`config.mk`:
```
export PLATFORM = sky130hd
export DESIGN_NAME = instruction_fetch_sequencer
export DESIGN_NICKNAME = d
export VERILOG_FILES = /design/src/rtl/fetch_pkg.sv /design/src/rtl/fetch_out_queue.sv /design/src/rtl/instruction_fetch_sequencer.sv
export SDC_FILE = /design/constraint.sdc
export NUM_CORES = 1
export LEC_CHECK = 0
export CORE_ASPECT_RATIO = 0.75
export CORE_MARGIN = 2
export CORE_UTILIZATION = 50
export DETAILED_ROUTE_END_ITERATION = 8
export PLACE_DENSITY = 0.87
export SYNTH_ARGS = -nofsm -noshare
export SYNTH_HDL_FRONTEND = slang
export SYNTH_SLANG_ARGS = --single-unit
export TNS_END_PERCENT = 30
```
`constraint.sdc`:
```
create_clock -name clk -period 5.5 [get_ports clk]
set_clock_uncertainty 0.15 [all_clocks]
set_input_delay 1.1 -clock clk [delete_from_list [all_inputs] [get_ports clk]]
set_output_delay 1.1 -clock clk [all_outputs]
set_load 0.005 [all_outputs]
```
`src/rtl/fetch_pkg.sv`:
```
// fetch_pkg: shared types and constants for the instruction fetch sequencer
package fetch_pkg;
    typedef enum logic [1:0] {IDLE, RUN, DRAIN} fetch_state_e;
    localparam logic [31:0] RESET_PC_DEFAULT = 32'd0;
    localparam int Q_DEPTH = 2;
    localparam int CNT_W = $clog2(Q_DEPTH + 1);
endpackage

```
`src/rtl/fetch_out_queue.sv`:
```
// fetch_out_queue: 2-entry {pc, instr} FIFO; entry 0 is the head, flush beats push
module fetch_out_queue
    import fetch_pkg::*;
#(
    parameter int ADDR_W = 32,
    parameter int DATA_W = 32
) (
    input  logic              clk,
    input  logic              rst_n,
    input  logic              push,
    input  logic              pop,
    input  logic              flush,
    input  logic [ADDR_W-1:0] push_pc,
    input  logic [DATA_W-1:0] push_instr,
    output logic [CNT_W-1:0]  count,
    output logic [ADDR_W-1:0] head_pc,
    output logic [DATA_W-1:0] head_instr
);
    logic [ADDR_W-1:0] pc0_q, pc0_d, pc1_q, pc1_d;
    logic [DATA_W-1:0] in0_q, in0_d, in1_q, in1_d;
    logic [CNT_W-1:0]  count_q, count_d, rem;
    // shift out the head on pop, then append a pushed word behind what remains
    always_comb begin
        rem = count_q - CNT_W'(pop);
        pc0_d = pop ? pc1_q : pc0_q;
        in0_d = pop ? in1_q : in0_q;
        pc1_d = pc1_q;
        in1_d = in1_q;
        if (push && rem == CNT_W'(0)) begin
            pc0_d = push_pc;
            in0_d = push_instr;
        end
        if (push && rem == CNT_W'(1)) begin
            pc1_d = push_pc;
            in1_d = push_instr;
        end
        count_d = flush ? CNT_W'(0) : rem + CNT_W'(push);
    end
    // storage and occupancy registers
    always_ff @(posedge clk or negedge rst_n) begin
        if (!rst_n) begin
            pc0_q   <= '0;
            pc1_q   <= '0;
            in0_q   <= '0;
            in1_q   <= '0;
            count_q <= '0;
        end else begin
            pc0_q   <= pc0_d;
            pc1_q   <= pc1_d;
            in0_q   <= in0_d;
            in1_q   <= in1_d;
            count_q <= count_d;
        end
    end
    assign count      = count_q;
    assign head_pc    = pc0_q;
    assign head_instr = in0_q;
endmodule

```
`src/rtl/instruction_fetch_sequencer.sv`:
```
// instruction_fetch_sequencer: drives a 1-cycle-latency imem, tracks the live fetch, queues words for decode
module instruction_fetch_sequencer
    import fetch_pkg::*;
#(
    parameter int              ADDR_W   = 32,
    parameter int              DATA_W   = 32,
    parameter logic [ADDR_W-1:0] RESET_PC = ADDR_W'(RESET_PC_DEFAULT)
) (
    input  logic              clk,
    input  logic              rst_n,
    input  logic              start,
    input  logic              halt,
    input  logic              redirect_valid,
    input  logic [ADDR_W-1:0] redirect_pc,
    output logic [ADDR_W-1:0] imem_addr,
    input  logic [DATA_W-1:0] imem_instr,
    output logic              out_valid,
    input  logic              out_ready,
    output logic [DATA_W-1:0] out_instr,
    output logic [ADDR_W-1:0] out_pc,
    output logic              busy
);
    fetch_state_e      state_q, state_d;
    logic [ADDR_W-1:0] pc_q, pc_d, inflight_pc_q, inflight_pc_d;
    logic              inflight_q, inflight_d;
    logic [CNT_W-1:0]  q_count;
    logic [CNT_W:0]    occ;
    logic              pop, push, issue;
    // issue only when the queue can absorb every word already owed to it
    always_comb begin
        imem_addr     = redirect_valid ? redirect_pc : pc_q;
        pop           = out_valid && out_ready;
        occ           = (CNT_W+1)'(q_count) + (CNT_W+1)'(inflight_q) - (CNT_W+1)'(pop);
        issue         = state_q == RUN && !halt && occ < (CNT_W+1)'(Q_DEPTH);
        pc_d          = imem_addr + ADDR_W'(issue);
        inflight_d    = issue;
        inflight_pc_d = issue ? imem_addr : inflight_pc_q;
        push          = inflight_q && !redirect_valid;
        state_d       = state_q;
        if (state_q == IDLE && start)
            state_d = RUN;
        else if (state_q == RUN && halt)
            state_d = DRAIN;
        else if (state_q == DRAIN && !inflight_q && q_count == '0)
            state_d = IDLE;
    end
    // control state, pc and in-flight tracking
    always_ff @(posedge clk or negedge rst_n) begin
        if (!rst_n) begin
            state_q       <= IDLE;
            pc_q          <= RESET_PC;
            inflight_q    <= 1'b0;
            inflight_pc_q <= '0;
        end else begin
            state_q       <= state_d;
            pc_q          <= pc_d;
            inflight_q    <= inflight_d;
            inflight_pc_q <= inflight_pc_d;
        end
    end
    fetch_out_queue #(.ADDR_W(ADDR_W), .DATA_W(DATA_W)) u_queue (
        .clk        (clk),
        .rst_n      (rst_n),
        .push       (push),
        .pop        (pop),
        .flush      (redirect_valid),
        .push_pc    (inflight_pc_q),
        .push_instr (imem_instr),
        .count      (q_count),
        .head_pc    (out_pc),
        .head_instr (out_instr)
    );
    assign out_valid = q_count != '0;
    assign busy      = state_q != IDLE;
endmodule

```
==> impl_results.md <==
* Finished Layout Cells at 1135
* Final Cycle Share at 0.830
* Commonest non-fill, non-tap cell in the layout: dfrtp_1
* Final wirelength at 19.4 mm
* Area leader, netlist: dfrtp_1
* DRC Markers at 0
* GRT Resource Usage Total at 0.215
* Routing usage on met3 at 0.0561
* Initial antenna violation count at 0
* R2R depth at 15
* Int Pwr at 3.73 mW
* Final Hold Vio Count at 0
* Final slew viol count at 0
* Hold path endpoint: inflight_pc_q[26]
* CTS tree: done
* Via count at 6145
* Clk sinks at 197
* Net switching power at 1.69 mW
* Fin nets at 961
* Min-delay worst type: flip-flop to flip-flop
* EDFF count, synth at 0
* Logic pwr share at 0.340
* R2R Setup Slk at 1.52 ns
* Clk pwr share at 0.230
* Startpoint types: input port
* Sequential share of the synthesized area at 0.561
* Post-synthesis mux area share at 0.215
* Hold Crit Depth at 2
* Switching share of total power at 0.312
* R2r startpoint: u_queue.count[1]
* Ranking of synthesized cells by area: dfrtp_1, mux2_2, mux2i_1, a21oi_1, nor2_1
* Seq cells post-synth at 197
* DR pass1 iterations at 7
* Final worst path period need at 4.56 ns
* Critical path class: input port to flip-flop
* Initial Util at 0.516
* Yosys top cell area share at 0.561
* Post-CTS Setup Repair Bufs at 0
* M2 GR Usage at 0.310
* Vias in the first global route at 5922
* Worst-margin pin slew at 1.08 ns
* Synth Area in Adders at 0.00798
* Synth unique cells at 38
* Synth async-reset ratio at 1.00
* Grt met1 use at 0.323
* Critical Path RT at 5.64 ns
* Power Total at 5.42 mW
* # fillers at 1240
* Dpl hpwl at 13.0 mm
* Mapped Nets at 807
* Layout area overhead at 28.1%
* Clock latency on the worst-skew pair at 0.43 ns
* Commonest register cell after synthesis: dfrtp_1
* Peak supply drop at 0.215 mV
* Post-Synth Simple-Gate Area at 0.0929
* Antenna violation net count after detailed routing at 0
* First-pass GRT wire length at 31.3 mm
* Hold_sp: inflight_pc_q[26]
* Final global-route overflow total at 0
* Outcome: finished, final reports clean
* Total power per unit cell area at 481 mW/mm^2
* Rows at 41
* Largest family of logic cells by synthesized area: multiplexers
* Flop pwr share at 0.429
* Post-synthesis cell area at 0.00878 mm^2
* Most used routing layer in global routing: met1
* Rel. slew slack at 0.277
* Num CTS Buffers at 17
* XOR/XNOR Fraction of Synth Area at 0.0299
* DR vias/cell at 5.41
* DIE WIDTH at 157 um
* Clock Path Buffers at 2
* Most frequent cells in the layout: dfrtp_1, clkdlybuf4s50_1, mux2_2
* Synth Area in Compound Gates at 0.0632
* Maxcap violations at 0
* Reg2reg end: pc_q[26]
* H-tree depth at 4
* Worst-path clk slew at 0.07 ns
* Die height at 119 um
* Layout cells sized above 1 at 0.177
* # port buffers at 167
* Crit-path max FO at 17
* Crit end category: flip-flop
* CP Data Arrival Time at 4.70 ns
* Largest net degree at the start of global routing at 116
* CTS Root Cell: clkbuf_16
* Cells after DPL at 1103
* Max Clk Rate at 219 MHz
* # diodes at 0
* Static Leakage at 5.43 nW
* Avg Cell Area, Syn at 12.0 um^2
* Boundary Pins at 168
* Final setup viols at 0
* Routability Congestion at 0.864
* Hold buffers post-CTS at 0
* Syn. warnings at 0
* RSZ-0062 raised after global routing: no
* Fin Setup TNS at 0 ns
* Cells after Synth at 732
* Wirelength per Cell at 17.1 um
* Core box area at 0.0170 mm^2
* Die Footprint at 0.0187 mm^2
* Post-CTS Resized at 0
* Initial detailed-routing violation count at 455
[flip-flops by register name, indices dropped and copies added, names as in the netlist]
name                flops
u_queue.head_pc        32
pc_q                   32
state_q                 2
u_queue.count           2
u_queue.pc1_q          32
u_queue.head_instr     32
inflight_q              1
inflight_pc_q          32
u_queue.in1_q          32
[worst max-delay path by stage]
stage	startpoint	to
finish	out_ready	pc_q[26]
global route	out_ready	pc_q[26]
CTS	out_ready	pc_q[26]
detailed placement	out_ready	pc_q[28]
global placement	out_ready	pc_q[28]
floorplan	out_ready	pc_q[28]
[cells in the mapped netlist, types with 4 or more instances]
cell type and number:
dfrtp_1 197, ha_1 4, nand3_1 12, mux2_2 101, inv_1 18, o21ai_0 18, clkbuf_1 19, buf_1 7
nor2b_1 7, nand2b_1 4, buf_2 13, a21oi_1 74, nand4_1 8, mux2i_1 75, nor2_1 71, xor2_1 8
nand2_1 37, xnor2_1 22, nand4b_1 4
[power groups by stage]
stage / clock network, mW / logic, mW / registers (mW)
after floorplan: 0 / 1.02 / 2.28
after global placement: 0 / 1.80 / 2.33
after detailed placement: 0 / 1.85 / 2.35
after CTS: 1.26 / 1.86 / 2.33
after global routing: 1.33 / 2.02 / 2.39
final: 1.25 / 1.84 / 2.32
[layer usage]
metal | wire, um | vias up
li1 | - | 2860
met1 | 9530 | 3037
met2 | 8380 | 227
met3 | 1270 | 21
met4 | 248 | 0
met5 | 0 | -
[per-stage QoR]
step                      cell area (um^2)  setup WS, ns  utilization  hold slack [ns]
after detailed placement             10700         0.540        0.626            0.342
after global routing                 11200         0.706        0.661            0.369
final                                11200         0.938        0.661            0.358
after global placement               10700         0.671        0.626            0.337
after floorplan                       8780         0.637            -            0.318
after CTS                            11200         0.938        0.661            0.358
[cell type report]
class                      count  area, um^2  share of cell area
multi-input combinational    476        3610               0.321
timing repair buffer         176        1750               0.156
sequential                   197        4930               0.438
inverter                      18        67.6             0.00601
tap                          236         295              0.0262
clock buffer                  17         425              0.0378
clock inverter                15         168              0.0149
[cells by family (layout without fill, tap and decap cells)]
family | count (synthesis) | count (layout)
multiplexers | 176 | 176
AND/OR/NAND/NOR | 163 | 163
AO/OA/AOI/OAI | 102 | 102
buffers and inverters | 59 | 226
flip-flops | 197 | 197
adder cells (fa/ha/maj) | 5 | 5
XOR/XNOR | 30 | 30
[worst max-delay path, stage by stage]
cell and delay, ns:
clkdlybuf4s50_1 0.46, o21ai_4 0.08, buf_4 0.31, or2_2 0.19
inv_1 0.06, fa_1 0.40, xnor2_1 0.14, nand4b_1 0.15
inv_1 0.10, ha_1 0.21, ha_1 0.24, inv_1 0.07
a211oi_2 0.43, nand4_2 0.29, nor3_1 0.34, xnor2_1 0.13
Note: power is estimated with default switching activity, not from simulation.
